<file path="config.mk">
export PLATFORM = sky130hd
export DESIGN_NAME = kogge_stone_8bit_adder
export DESIGN_NICKNAME = d
export VERILOG_FILES = /design/src/rtl/kogge_stone_8bit_adder.sv
export SDC_FILE = /design/constraint.sdc
export NUM_CORES = 1
export LEC_CHECK = 0
export ABC_AREA = 1
export CAP_MARGIN = 20
export CORE_MARGIN = 2
export CORE_UTILIZATION = 45
export CTS_CLUSTER_DIAMETER = 150
export DETAILED_ROUTE_END_ITERATION = 8
export DONT_BUFFER_PORTS = 1
export PLACE_DENSITY = 0.66
export SLEW_MARGIN = 20
export SYNTH_ARGS = -nofsm -noshare
export SYNTH_HDL_FRONTEND = slang
export SYNTH_SLANG_ARGS = --single-unit
</file>
<file path="constraint.sdc">
create_clock -name clk -period 1.1 [get_ports clk]
set_input_delay 0.33 -clock clk [delete_from_list [all_inputs] [get_ports clk]]
set_output_delay 0.33 -clock clk [all_outputs]
set_load 0.05 [all_outputs]
</file>
<file path="src/rtl/kogge_stone_8bit_adder.sv">
// 8-bit Kogge-Stone parallel-prefix adder with carry-in/carry-out, result registered (1-cycle latency).
// The prefix tree is built from explicit generate/propagate cells, three full-width levels.

module ks_gp_cell (
  input  logic g_hi_i,
  input  logic p_hi_i,
  input  logic g_lo_i,
  input  logic p_lo_i,
  output logic g_o,
  output logic p_o
);
  assign g_o = g_hi_i | (p_hi_i & g_lo_i);
  assign p_o = p_hi_i & p_lo_i;
endmodule

module kogge_stone_8bit_adder (
  input  logic       clk,
  input  logic       rst_n,
  input  logic [7:0] a,
  input  logic [7:0] b,
  input  logic       cin,
  output logic [7:0] s,
  output logic       cout
);
  localparam int W      = 8;
  localparam int LEVELS = 3;

  logic [W-1:0] g_bit, p_bit;
  logic [LEVELS:0][W-1:0] g_lvl, p_lvl;
  logic [W-1:0] carry;
  logic [W-1:0] s_d, s_q;
  logic         cout_d, cout_q;
  logic         unused_p;

  assign g_bit = a & b;
  assign p_bit = a ^ b;

  // cin sits at position -1 with P=0; folding it into bit 0 ahead of the span-1 row lets
  // eight nodes cover all nine positions in three levels. Bit 0 then carries P=0.
  ks_gp_cell u_cin_fold (
    .g_hi_i(g_bit[0]), .p_hi_i(p_bit[0]),
    .g_lo_i(cin),      .p_lo_i(1'b0),
    .g_o   (g_lvl[0][0]), .p_o(p_lvl[0][0])
  );

  for (genvar i = 1; i < W; i++) begin : g_l0
    assign g_lvl[0][i] = g_bit[i];
    assign p_lvl[0][i] = p_bit[i];
  end

  for (genvar lv = 1; lv <= LEVELS; lv++) begin : g_lvl_row
    localparam int SPAN = 1 << (lv - 1);
    for (genvar i = 0; i < W; i++) begin : g_node
      if (i >= SPAN) begin : g_cell
        ks_gp_cell u_cell (
          .g_hi_i(g_lvl[lv-1][i]),      .p_hi_i(p_lvl[lv-1][i]),
          .g_lo_i(g_lvl[lv-1][i-SPAN]), .p_lo_i(p_lvl[lv-1][i-SPAN]),
          .g_o   (g_lvl[lv][i]),        .p_o   (p_lvl[lv][i])
        );
      end else begin : g_pass
        assign g_lvl[lv][i] = g_lvl[lv-1][i];
        assign p_lvl[lv][i] = p_lvl[lv-1][i];
      end
    end
  end

  // Group propagates out of the last row have no consumer.
  assign unused_p = ^p_lvl[LEVELS];

  // c_0 = cin, c_{i+1} = G[i:-1]
  assign carry  = {g_lvl[LEVELS][W-2:0], cin};
  assign s_d    = p_bit ^ carry;
  assign cout_d = g_lvl[LEVELS][W-1];

  always_ff @(posedge clk or negedge rst_n) begin
    if (!rst_n) begin
      s_q    <= '0;
      cout_q <= 1'b0;
    end else begin
      s_q    <= s_d;
      cout_q <= cout_d;
    end
  end

  assign s    = s_q;
  assign cout = cout_q;

endmodule

</file>
Yosys cells after proc, flatten, opt, wreduce, memory -nomap -nowiden
Index checks and enable logic that the tools add are counted.
{ "word_totals": {"ramBits": 0, "rom_bits": 0, "elab_cells": 51, "memories": 0, "output_inout_bits": 9, "input_bits": 19, "register_bits": 9, "latch_bits": 0} }
{ "op_classes": {"shift": 0, "n_reduce_logical": 0, "n_mux": 0, "bitwise": 49, "addsub": 0, "div_mod_pow": 0, "n_mul": 0, "n_eq_ne": 0, "order_cmp": 0} }
{ "ops": {"columns": ["operator", "count"], "rows": [
  ["$and 1x1->1", 28],
  ["$or 1x1->1", 18],
  ["$xor 8x8->8", 2],
  ["$and 8x8->8", 1]
]} }

Depth between registers and ports, before layout
{ "depth": {"word_depth": 9, "mapped_depth": 8, "depth_no_buf": 8} }

Hierarchy
Synthesis repeated with hierarchy kept, for this count alone.
{ "unflattened": {"hier_cells": 148, "area_unflattened_um2": 817.0} }
{ "modules_own_cells": {"columns": ["module", "instances", "area_each_um2", "seq_area_each_um2", "cells_each"], "rows": [
  ["kogge_stone_8bit_adder", 1, 479.2, 225.2, 58],
  ["ks_gp_cell", 18, 18.8, 0.0, 5]
]} }

Worst setup path before layout
Ideal clock, no wire load.
{ "synth_path": {"path_kind": "input to register", "startpoint": "input a[0]", "endpoint": "register s_q[4], in the netlist s[4]", "required_ns": 1.020, "t_arrival_ns": 1.352, "n_path_buf": 0, "path_stages": 6, "slack_ns": -0.332, "setup_ns": 0.080, "cell_sequence": "fa_1 -> inv_1 -> fa_1 -> inv_1 -> a21oi_1 -> xnor2_1"} }
{ "synth_between": {"elab_chain_cells": 8, "word_cells_on_any_way": 9, "classes_between": "bitwise: 9"} }
{ "synth_lines": {"columns": ["item", "line", "source"], "rows": [
  ["start, declared", "19", "input logic [7:0] a,"],
  ["$xor 8x8->8", "36", "assign p_bit = a ^ b;"],
  ["$and 1x1->1", "12", "assign g_o = g_hi_i | (p_hi_i & g_lo_i);"],
  ["$or 1x1->1 *", "12", null],
  ["$and 1x1->1 *", "12", null],
  ["$or 1x1->1 *", "12", null],
  ["$and 1x1->1 *", "12", null],
  ["$or 1x1->1 *", "12", null],
  ["$xor 8x8->8 *", "72", "assign s_d = p_bit ^ carry;"],
  ["via s_d[4]", "31", "logic [W-1:0] s_d, s_q;"],
  ["end signal, assigned", "77", "s_q <= '0;"],
  ["end signal, assigned", "80", "s_q <= s_d;"],
  ["end, declared", "31", null]
]} }
Mark *: on every way through the listed nets, which the timed path passes. The rest lies on a longest branch.

Worst setup path in the final report
{ "layout_path": {"startpoint": "input cin", "endpoint": "register cout_q, in the netlist cout"} }
{ "layout_between": {"elab_chain_cells": 8} }
{ "layout_lines": {"columns": ["item", "line", "source"], "rows": [
  ["start, declared", "21", "input logic cin,"],
  ["$and 1x1->1", "12", null],
  ["$or 1x1->1", "12", null],
  ["$and 1x1->1", "12", null],
  ["$or 1x1->1", "12", null],
  ["$and 1x1->1", "12", null],
  ["$or 1x1->1", "12", null],
  ["$and 1x1->1", "12", null],
  ["$or 1x1->1", "12", null],
  ["via cout_d", "32", "logic cout_d, cout_q;"],
  ["end signal, assigned", "81", "cout_q <= cout_d;"],
  ["end, declared", "32", null]
]} }
The timed path passes the listed nets, and every way through them passes these cells.

==> impl_results.md <==
* Worst Setup Slack, final at -0.0262 ns
* Syn_nets at 104
* Hold WC Path Type: in -> reg
* Synth area leaders: dfrtp_1 (37%), nand2_1 (15%), ha_1 (14%), inv_1 (9.7%), fa_1 (6.5%)
* Gr usage total at 14.9%
* TritonCTS Buffers at 3
* Clock slew at reported path FFs at 0.06 ns
* Final ANT Viol Nets at 0
* Starting Density at 48.0%
* Status: finished, violations left
* Post-synth cell types at 15
* Most common cell after layout, fill and taps aside: nand2_1
* Port Buffers at 0
* Period utilization at 102%
* Share of layout cells above drive strength 1 at roughly a third
* Yosys reg bits at 9
* Crit path to: cout
* Tmin final at 1.13 ns
* Violated checks: negative setup slack
* Critical Path Source Type: input port
* Vias in the first global route at 430
* Die width at roughly 41 um
* Setup Buffers After CTS at 0
* Routed Wire Length at between 1000 and 1500 um
* Crit-path cells: fa_2, inv_2, fa_2, inv_2, nand3_2, nand3_2, nand2_1, nand2_1
* CP required at 1.24 ns
* Design Area, Final at 837 um2
* FMAX at between 0.8 and 0.9 GHz
* Routed vias/inst at 4.53
* Die Area at 1680 um2
* Grt ovf at 0
* Mapped Cells at 76
* Synthesized area at 617 um2
* CP endpoint kind: flop
* Crit path from: cin
* Clock share of power at around a fifth
* Number of buffers on the longest clock path at 2
* DP Area at 762 um2
* N_diodes at 0
* Sequential Power Share at 33.1%
* Max-Cap Viols at 0
* # fillers at 111
* Row Count at 13
* Vias after detailed routing at ~500
* Router iterations before antenna repair at 3
* Worst EP arrival at 1.27 ns
* Syn-to-layout area delta at 35.7%
* Synth warnings at 0
* Seq/Total Area, Yosys at between 30% and 40%
* Core Area at 1280 um2
* Setup TNS Final at -0.0552 ns
* Max Slew Vio Count at 0
* Drt initial violations at 10
* Max IR drop VDD at approximately 0.55 mV
* Routability cong. at 0.789
* Most frequent cells in the layout: nand2_1 (22), inv_1 (14), dfrtp_1 (9), buf_6 (9), ha_1 (7)
* Leakage at 0.477 nW
* Pint at 755 uW
* Crit-path max cell delay at ~0.38 ns
* Worst Path Max Fanout at 2
* Worst slew pin tran at 0.380 ns
* Largest net degree at the start of global routing at 10
* RSZ-0062 raised after global routing: true
* CTS tree: built
* WS Path Type: in -> reg
* Switch Pwr at around 500 uW
* Final hold viol count at 0
* Initial antenna violation count at 0
* First-pass GRT wire length at 1580 um
* Hpwl dp at between 900 and 1000 um
* Slowest-stage cell, CP: fa_2
* Max-slew headroom at roughly three quarters
* Drc violations at 0
* Largest area contributor in the netlist: dfrtp_1
* Area share of the largest cell type after synthesis at 36.5%
* Clk root buf: clkbuf_4
* Power per cell area at between 1000 and 1500 nW/um2
* CTS Sinks at 9
* Layout net count at around 130
* Htree depth at 1
* Sw Ratio at 39.7%
* DIE HEIGHT at 41.0 um
* Combinational power share at 47.5%
* Pre-CTS setup slack at -0.328 ns
* Synthesized area per cell at 8.12 um2
* Avg WL per Cell at 9.06 um
* # setup viols final at 8
* Number of I/O pins at 28
-- power groups by stage --
stage,Clock (mW),Sequential (mW),Combinational [mW]
after floorplan,0,0.625,0.175
after global placement,0,0.409,0.543
after detailed placement,0,0.410,0.551
after CTS,0.249,0.415,0.598
after global routing,0.264,0.420,0.647
final,0.242,0.415,0.595
-- cell families after synthesis --
| group | count (synthesis) | synth area share [%] |
|---|---|---|
| AND/OR/NAND/NOR | 33 | 23.7 |
| buffers and inverters | 18 | 11.0 |
| adder cells (fa/ha/maj) | 9 | 20.7 |
| flip-flops | 9 | 36.5 |
| AO/OA/AOI/OAI | 4 | 3.85 |
| XOR/XNOR | 3 | 4.26 |
-- through the flow --
step	cells	total power [mW]	hold WS [ns]	utilization (%)
2_1_floorplan	76	0.800	0.0344	-
3_3_place_gp	106	0.952	0.0346	59.3
3_5_place_dp	106	0.961	0.0346	59.3
4_1_cts	111	1.26	0.281	64.8
5_1_grt	111	1.33	0.279	65.1
6_report	111	1.25	0.288	65.1
-- critical path: cells and delay by family --
| family | cells | cell delay, ns |
|---|---|---|
| adder cells (fa/ha/maj) | 2 | 0.57 |
| buffers and inverters | 2 | 0.11 |
| AND/OR/NAND/NOR | 4 | 0.26 |
-- Yosys cell counts --
cell type	instances
nand2_2	1
a21oi_2	1
nor2_1	1
nand3_2	2
fa_1	2
nand3_1	4
inv_2	2
xnor2_1	2
inv_1	16
a21oi_1	3
nand2_1	24
nand4_1	1
ha_1	7
xor2_1	1
dfrtp_1	9
-- area by class of cell --
class / count / area (um2) / share of cell area, %
Clock buffer: 4 / 26.3 / 3.14
Inverter: 18 / 67.6 / 8.07
Multi-Input combinational cell: 49 / 343 / 41.0
Sequential cell: 9 / 225 / 26.9
Tap cell: 15 / 18.8 / 2.24
Timing Repair Buffer: 16 / 156 / 18.7
-- worst min path at each step --
| stage | cells past startpoint | startpoint | endpoint | slack [ns] |
|---|---|---|---|---|
| after floorplan | 0 | rst_n | cout | 0.03 |
| after global placement | 0 | rst_n | s[4] | 0.03 |
| after detailed placement | 0 | rst_n | s[3] | 0.03 |
| after CTS | 1 | a[0] | s[0] | 0.28 |
| after global routing | 1 | a[0] | s[0] | 0.28 |
| final | 1 | a[0] | s[0] | 0.29 |
-- metal layers --
layer  global-route usage, %  up-vias  routed length, um
met4                    12.5        0                 31
met3                    1.63        4                 74
met2                    25.0       19                461
met5                       0        -                  0
met1                    16.7      209                437
li1                        -      271                  -
-- what timing repair did --
action | 4_1_cts | 5_1_grt
hold buffers | 1 | 0
resized for setup | 9 | 2
endpoints found under the hold margin | 9 | 0
endpoints found under the setup margin | 12 | 14
pin swaps | 2 | 3
-- sequential cells by signal, indices dropped and copies added, names as in the netlist --
name,count
s,8
cout,1
Power figures use the tool's default switching activity.
